**src/rtl/alu_pkg.sv**
```systemverilog
// Shared opcode, unit-group and FSM state encodings for the ALU command front end.
package alu_pkg;

  // Opcode bits [3:2] select the ALU unit, bits [1:0] the operation within it
  localparam logic [3:0] OP_ADD   = 4'b0000;
  localparam logic [3:0] OP_SUB   = 4'b0001;
  localparam logic [3:0] OP_AND   = 4'b0100;
  localparam logic [3:0] OP_OR    = 4'b0101;
  localparam logic [3:0] OP_XOR   = 4'b0110;
  localparam logic [3:0] OP_NOT   = 4'b0111;
  localparam logic [3:0] OP_CMPLT = 4'b1000;
  localparam logic [3:0] OP_CMPEQ = 4'b1001;
  localparam logic [3:0] OP_CMPGT = 4'b1010;
  localparam logic [3:0] OP_CMPGE = 4'b1011;
  localparam logic [3:0] OP_SRA   = 4'b1100;
  localparam logic [3:0] OP_SHL   = 4'b1101;
  localparam logic [3:0] OP_SHR   = 4'b1110;
  localparam logic [3:0] OP_ROL   = 4'b1111;

  localparam logic [1:0] GRP_ARITH = 2'b00;
  localparam logic [1:0] GRP_LOGIC = 2'b01;
  localparam logic [1:0] GRP_CMP   = 2'b10;
  localparam logic [1:0] GRP_SHIFT = 2'b11;

  localparam logic [1:0] ST_IDLE = 2'd0;
  localparam logic [1:0] ST_WAIT = 2'd1;
  localparam logic [1:0] ST_RESP = 2'd2;

endpackage

```
**src/rtl/alu_cmd_fifo.sv**
```systemverilog
// Synchronous command FIFO holding {a, b, fun}; head is visible combinationally.
module alu_cmd_fifo #(
  parameter int WIDTH = 16,
  parameter int DEPTH = 4
) (
  input  logic                       clk,
  input  logic                       rst,
  input  logic                       i_push,
  input  logic [WIDTH-1:0]           i_a,
  input  logic [WIDTH-1:0]           i_b,
  input  logic [3:0]                 i_fun,
  input  logic                       i_pop,
  output logic [WIDTH-1:0]           o_a,
  output logic [WIDTH-1:0]           o_b,
  output logic [3:0]                 o_fun,
  output logic                       o_full,
  output logic                       o_empty,
  output logic [$clog2(DEPTH):0]     o_count
);

  localparam int AW = $clog2(DEPTH);
  localparam int EW = 2 * WIDTH + 4;
  localparam logic [AW-1:0] PTR_ONE  = AW'(1);
  localparam logic [AW:0]   CNT_ONE  = (AW + 1)'(1);
  localparam logic [AW:0]   CNT_FULL = (AW + 1)'(DEPTH);

  logic [EW-1:0] r_mem [DEPTH];
  logic [AW-1:0] r_wr_ptr;
  logic [AW-1:0] r_rd_ptr;
  logic [AW:0]   r_count;
  logic          w_do_push;
  logic          w_do_pop;

  assign o_full    = (r_count == CNT_FULL);
  assign o_empty   = (r_count == '0);
  assign o_count   = r_count;
  // A full FIFO refuses a push even if the head leaves on the same edge
  assign w_do_push = i_push && !o_full;
  assign w_do_pop  = i_pop && !o_empty;
  assign {o_a, o_b, o_fun} = r_mem[r_rd_ptr];

  always_ff @(posedge clk) begin
    if (w_do_push) r_mem[r_wr_ptr] <= {i_a, i_b, i_fun};
  end

  always_ff @(posedge clk) begin
    if (!rst) begin
      r_wr_ptr <= '0;
      r_rd_ptr <= '0;
      r_count  <= '0;
    end else begin
      if (w_do_push) r_wr_ptr <= r_wr_ptr + PTR_ONE;
      if (w_do_pop)  r_rd_ptr <= r_rd_ptr + PTR_ONE;
      case ({w_do_push, w_do_pop})
        2'b10:   r_count <= r_count + CNT_ONE;
        2'b01:   r_count <= r_count - CNT_ONE;
        default: r_count <= r_count;
      endcase
    end
  end

endmodule

```
**src/rtl/alu_cmd_sequencer.sv**
```systemverilog
// Feeds queued commands one at a time into the ALU, waits its fixed latency and
// returns the result of the addressed unit on a backpressured response port.
module alu_cmd_sequencer
  import alu_pkg::*;
#(
  parameter int WIDTH       = 16,
  parameter int DEPTH       = 4,
  parameter int ALU_LATENCY = 1
) (
  input  logic             clk,
  input  logic             rst,
  input  logic             cmd_valid,
  output logic             cmd_ready,
  input  logic [WIDTH-1:0] cmd_a,
  input  logic [WIDTH-1:0] cmd_b,
  input  logic [3:0]       cmd_fun,
  output logic             rsp_valid,
  input  logic             rsp_ready,
  output logic [WIDTH-1:0] rsp_data,
  output logic [3:0]       rsp_fun,
  output logic             rsp_err,
  output logic             busy,
  output logic [WIDTH-1:0] alu_a,
  output logic [WIDTH-1:0] alu_b,
  output logic [3:0]       alu_fun,
  input  logic [WIDTH-1:0] arith_out,
  input  logic [WIDTH-1:0] logic_out,
  input  logic [WIDTH-1:0] cmp_out,
  input  logic [WIDTH-1:0] shift_out,
  input  logic             arith_flag,
  input  logic             logic_flag,
  input  logic             cmp_flag,
  input  logic             shift_flag,
  output logic [1:0]       dbg_state
);

  localparam int CW = (ALU_LATENCY < 1) ? 1 : $clog2(ALU_LATENCY + 1);
  localparam logic [CW-1:0] CNT_LOAD = CW'(ALU_LATENCY);
  localparam logic [CW-1:0] CNT_ONE  = CW'(1);

  logic [1:0]             r_state;
  logic [CW-1:0]          r_cnt;
  logic [WIDTH-1:0]       r_alu_a;
  logic [WIDTH-1:0]       r_alu_b;
  logic [3:0]             r_alu_fun;
  logic [WIDTH-1:0]       r_rsp_data;
  logic [3:0]             r_rsp_fun;
  logic                   r_rsp_err;

  logic                   w_push;
  logic                   w_pop;
  logic                   w_full;
  logic                   w_empty;
  logic [$clog2(DEPTH):0] w_count;
  logic [WIDTH-1:0]       w_head_a;
  logic [WIDTH-1:0]       w_head_b;
  logic [3:0]             w_head_fun;
  logic [WIDTH-1:0]       w_sel_data;
  logic                   w_sel_flag;

  // Both ports transfer on an edge where valid && ready; a response stays
  // offered with unchanged payload until the consumer takes it.
  assign cmd_ready = rst && !w_full;
  assign w_push    = cmd_valid && cmd_ready;
  assign w_pop     = !w_empty &&
                     ((r_state == ST_IDLE) || (r_state == ST_RESP && rsp_ready));

  assign rsp_valid = (r_state == ST_RESP);
  assign rsp_data  = r_rsp_data;
  assign rsp_fun   = r_rsp_fun;
  assign rsp_err   = r_rsp_err;
  assign alu_a     = r_alu_a;
  assign alu_b     = r_alu_b;
  assign alu_fun   = r_alu_fun;
  assign busy      = (w_count != '0) || (r_state != ST_IDLE);
  assign dbg_state = r_state;

  alu_cmd_fifo #(
    .WIDTH (WIDTH),
    .DEPTH (DEPTH)
  ) u_fifo (
    .clk     (clk),
    .rst     (rst),
    .i_push  (w_push),
    .i_a     (cmd_a),
    .i_b     (cmd_b),
    .i_fun   (cmd_fun),
    .i_pop   (w_pop),
    .o_a     (w_head_a),
    .o_b     (w_head_b),
    .o_fun   (w_head_fun),
    .o_full  (w_full),
    .o_empty (w_empty),
    .o_count (w_count)
  );

  always_comb begin
    w_sel_data = arith_out;
    w_sel_flag = arith_flag;
    case (r_alu_fun[3:2])
      GRP_LOGIC: begin w_sel_data = logic_out; w_sel_flag = logic_flag; end
      GRP_CMP:   begin w_sel_data = cmp_out;   w_sel_flag = cmp_flag;   end
      GRP_SHIFT: begin w_sel_data = shift_out; w_sel_flag = shift_flag; end
      default:   begin w_sel_data = arith_out; w_sel_flag = arith_flag; end
    endcase
  end

  always_ff @(posedge clk) begin
    if (!rst) begin
      r_state    <= ST_IDLE;
      r_cnt      <= '0;
      r_alu_a    <= '0;
      r_alu_b    <= '0;
      r_alu_fun  <= '0;
      r_rsp_data <= '0;
      r_rsp_fun  <= '0;
      r_rsp_err  <= 1'b0;
    end else begin
      case (r_state)
        ST_IDLE: if (w_pop) r_state <= ST_WAIT;
        ST_WAIT: begin
          if (r_cnt != '0) begin
            r_cnt <= r_cnt - CNT_ONE;
          end else begin
            r_rsp_data <= w_sel_data;
            r_rsp_fun  <= r_alu_fun;
            r_rsp_err  <= ~w_sel_flag;
            r_state    <= ST_RESP;
          end
        end
        ST_RESP: if (rsp_ready) r_state <= w_pop ? ST_WAIT : ST_IDLE;
        default: r_state <= ST_IDLE;
      endcase
      // Popping from RESP skips IDLE so back-to-back results cost LATENCY+2 cycles
      if (w_pop) begin
        r_alu_a   <= w_head_a;
        r_alu_b   <= w_head_b;
        r_alu_fun <= w_head_fun;
        r_cnt     <= CNT_LOAD;
      end
    end
  end

endmodule
```
**config.mk**
```make
export PLATFORM = sky130hd
export DESIGN_NAME = alu_cmd_sequencer
export DESIGN_NICKNAME = d
export VERILOG_FILES = /design/src/rtl/alu_pkg.sv /design/src/rtl/alu_cmd_fifo.sv /design/src/rtl/alu_cmd_sequencer.sv
export SDC_FILE = /design/constraint.sdc
export NUM_CORES = 1
export LEC_CHECK = 0
export ABC_AREA = 1
export CAP_MARGIN = 40
export CORE_MARGIN = 10
export CORE_UTILIZATION = 57
export DETAILED_ROUTE_END_ITERATION = 16
export HOLD_SLACK_MARGIN = 0.1
export PLACE_DENSITY = 0.94
export SLEW_MARGIN = 20
export SYNTH_ARGS = -nofsm -noshare
export SYNTH_HDL_FRONTEND = slang
export SYNTH_SLANG_ARGS = --single-unit
```
**constraint.sdc**
```tcl
create_clock -name clk -period 7.4 [get_ports clk]
set_clock_uncertainty 0.1 [all_clocks]
set_input_delay 1.48 -clock clk [delete_from_list [all_inputs] [get_ports clk]]
set_output_delay 1.48 -clock clk [all_outputs]
set_load 0.05 [all_outputs]
```
==> flow_summary.toml <==
[grt]
grt_usage_pct = 21.5
grt-ovfl-total = 0
grt_pass1_wl_um = 38000
grt_pass1_vias = 7569
antenna_found_initial = 1
grt_start_max_net_pins = 77

[finish]
n_antenna_cell = 0
final_layout_size_suffix_gt1_share_pct = 5.39
final_cell_mix = "350 x nand2_1, 194 x inv_1, 168 x clkdlybuf4s50_1, 144 x edfxtp_1, 110 x nor2_1"
final_util_pct = 74.6
final_nets = 1344
fin_area_um2 = 11900
final_common_cell = "nand2_1"
area_growth_pct = 28.2

[logic_synthesis]
seq_area_frac_synth_pct = 61.1
yosysWarningCount = 0
ys_seq_elements = 211
syn_avg_cell_area_um2 = 8.63
netlist_area_um2 = 9270
netlist-cell-type-count = 23
synth_nets = 1188
syn_inst = 1074

[job]
drv_cap = 0

[detailed_routing]
route.detailed.drc = 0
routed_wl_um = 24600
vias = 7527
dr.first_iter.drc_count = 682
ant_nets = 0
wire_per_inst_um = 16.8
vias_per_cell = 5.16
firstDrtPassIters = 6

[placement]
dpl_cell_area_um2 = 11200
place.gp.congestion = 0.855
place_hpwl_um = 15600
numPortBuffers = 169
dp_slack_ps = 2420

[setup_path]
startpoint = "rst"
arrival_ps = 3470
ff2ff_setup_slack_ps = 4870
worstPathMaxFanout = 36
timing.rr.end = "u_fifo.o_count[2]"
r2r-start = "u_fifo.o_count[2]"
criticalPathCategory = "input port to output port"
end_kind = "output port"
crit_end = "cmd_ready"
crit_path_start_kind = "input port"
reg2regPathDepth = 10
cp_data_required_time_ps = 5820

[min_path]
hold_depth = 2
hold_class = "flip-flop to flip-flop"

[outcome]
status = "finished, final reports clean"

[pwr]
p_sw_share_pct = 41.0
power_frac_comb_pct = 42.5
p_leak_nw = 5.31
p_sw_w = 0.00186
p_per_area_nw_per_um2 = 382
clockPowerShare_pct = 23.5
vdd_drop_max_uv = 251
seqPwrFrac_pct = 34.0
intPower_w = 0.00268

[sta]
max_freq_ghz = 0.198
setup_viol_count_final = 0
tns_ps = 0
rsz0062_at_grt = "false"
slew_violations = 0
fin_ws_ps = 2350
relSlewSlack_pct = 45.4
tightest_slew_ps = 818
min_period_ps = 5050
finalHoldViolCount = 0
fin_crit_sh_pct = 68.3

[cts]
path_clk_slew_ps = 60
cts_buffers = 21
cts.sinks = 211
cts_setup_buffers = 0
htreeDepth = 1
cts_hold_buf = 0
clk_latency_ps = 490
cts_tree = "yes"
cts_root_buf = "clkbuf_16"
cts_buffer_depth = 3
cts_resized = 0

[floorplanning]
io_pins = 170
fp.dieW_um = 148
fp-row-count = 46
start_util_pct = 58.2
die_h_um = 148
coreArea_um2 = 15900
floorplan.die_area_um2 = 21800
## worst max-delay path, stage by stage
cell	delay (ps)
buf_2	420
buf_12	280
inv_1	150
a31oi_1	230
clkdlybuf4s50_1	880
## layer usage
layer	part of all wire, %	GRT usage [%]
met1	36	23.7
met2	53	39.8
met3	6.9	3.51
met4	4.0	9.07
met5	0.045	0
## cells in the mapped netlist
library cell | instances | area share [%]
buf_2 | 16 | 0.86
fa_1 | 1 | 0.22
nand3_2 | 3 | 0.32
nor2_4 | 3 | 0.36
ha_1 | 5 | 0.67
nand2_1 | 351 | 14
buf_1 | 3 | 0.12
a31oi_1 | 1 | 0.068
buf_6 | 5 | 0.61
nand4_1 | 2 | 0.13
inv_2 | 9 | 0.36
edfxtp_1 | 144 | 47
or2_2 | 2 | 0.13
nand2_2 | 1 | 0.068
inv_1 | 194 | 7.9
nand3_1 | 95 | 5.1
dfxtp_1 | 67 | 14
o21ai_0 | 24 | 1.3
a21oi_2 | 1 | 0.094
nor2_1 | 114 | 4.6
clkbuf_1 | 14 | 0.57
a21oi_1 | 12 | 0.65
buf_4 | 7 | 0.57
## kinds of logic after synthesis
kind of cell / after synthesis / share of synthesized area, %
AO/OA/AOI/OAI: 38 / 2.10
adder cells (fa/ha/maj): 6 / 0.890
buffers and inverters: 248 / 10.9
flip-flops: 211 / 61.1
AND/OR/NAND/NOR: 571 / 25.0
## per-stage QoR
stage | power (W) | hold slack (ps) | std cells
2_1_floorplan | 0.00289 | 383 | 1074
3_3_place_gp | 0.00335 | 359 | 1416
3_5_place_dp | 0.00344 | 374 | 1422
4_1_cts | 0.00453 | 383 | 1459
5_1_grt | 0.00478 | 401 | 1460
6_report | 0.00454 | 383 | 1460
## power groups by stage
| stage | combinational, W | sequential [W] | clock [W] |
|---|---|---|---|
| floorplan | 0.000941 | 0.00195 | 0 |
| global placement | 0.00178 | 0.00157 | 0 |
| detailed placement | 0.00187 | 0.00156 | 0 |
| CTS | 0.00192 | 0.00154 | 0.00108 |
| global route | 0.00210 | 0.00156 | 0.00113 |
| finish | 0.00193 | 0.00154 | 0.00107 |
## cell type report
type / count / area (µm²)
clock buffer: 25 / 561
clock inverter: 12 / 130
fill: 1016 / 4050
inverter: 203 / 764
multi-input combinational: 615 / 2630
sequential: 211 / 5670
tap: 216 / 270
timing repair buffer: 178 / 1870
## state kept, by name (all words and copies together), names as in the netlist, 2 cells and up
| register | flops |
|---|---|
| u_fifo.o_count | 3 |
| rsp_data | 16 |
| u_fifo.r_rd_ptr | 2 |
| u_fifo.r_wr_ptr | 2 |
| alu_b | 16 |
| rsp_fun | 4 |
| alu_a | 16 |
| alu_fun | 4 |
| u_fifo.r_mem | 144 |
| dbg_state | 2 |
## worst min path at each step
stage | from | endpoint | slack (ps)
2_1_floorplan | u_fifo.r_wr_ptr[1] | u_fifo.r_wr_ptr[1] | 380
3_3_place_gp | alu_fun[0] | rsp_fun[0] | 360
3_5_place_dp | alu_fun[0] | rsp_fun[0] | 370
4_1_cts | alu_fun[0] | rsp_fun[0] | 380
5_1_grt | alu_fun[1] | rsp_fun[1] | 400
6_report | alu_fun[0] | rsp_fun[0] | 380
No activity file was read; power rests on OpenSTA's default activity.
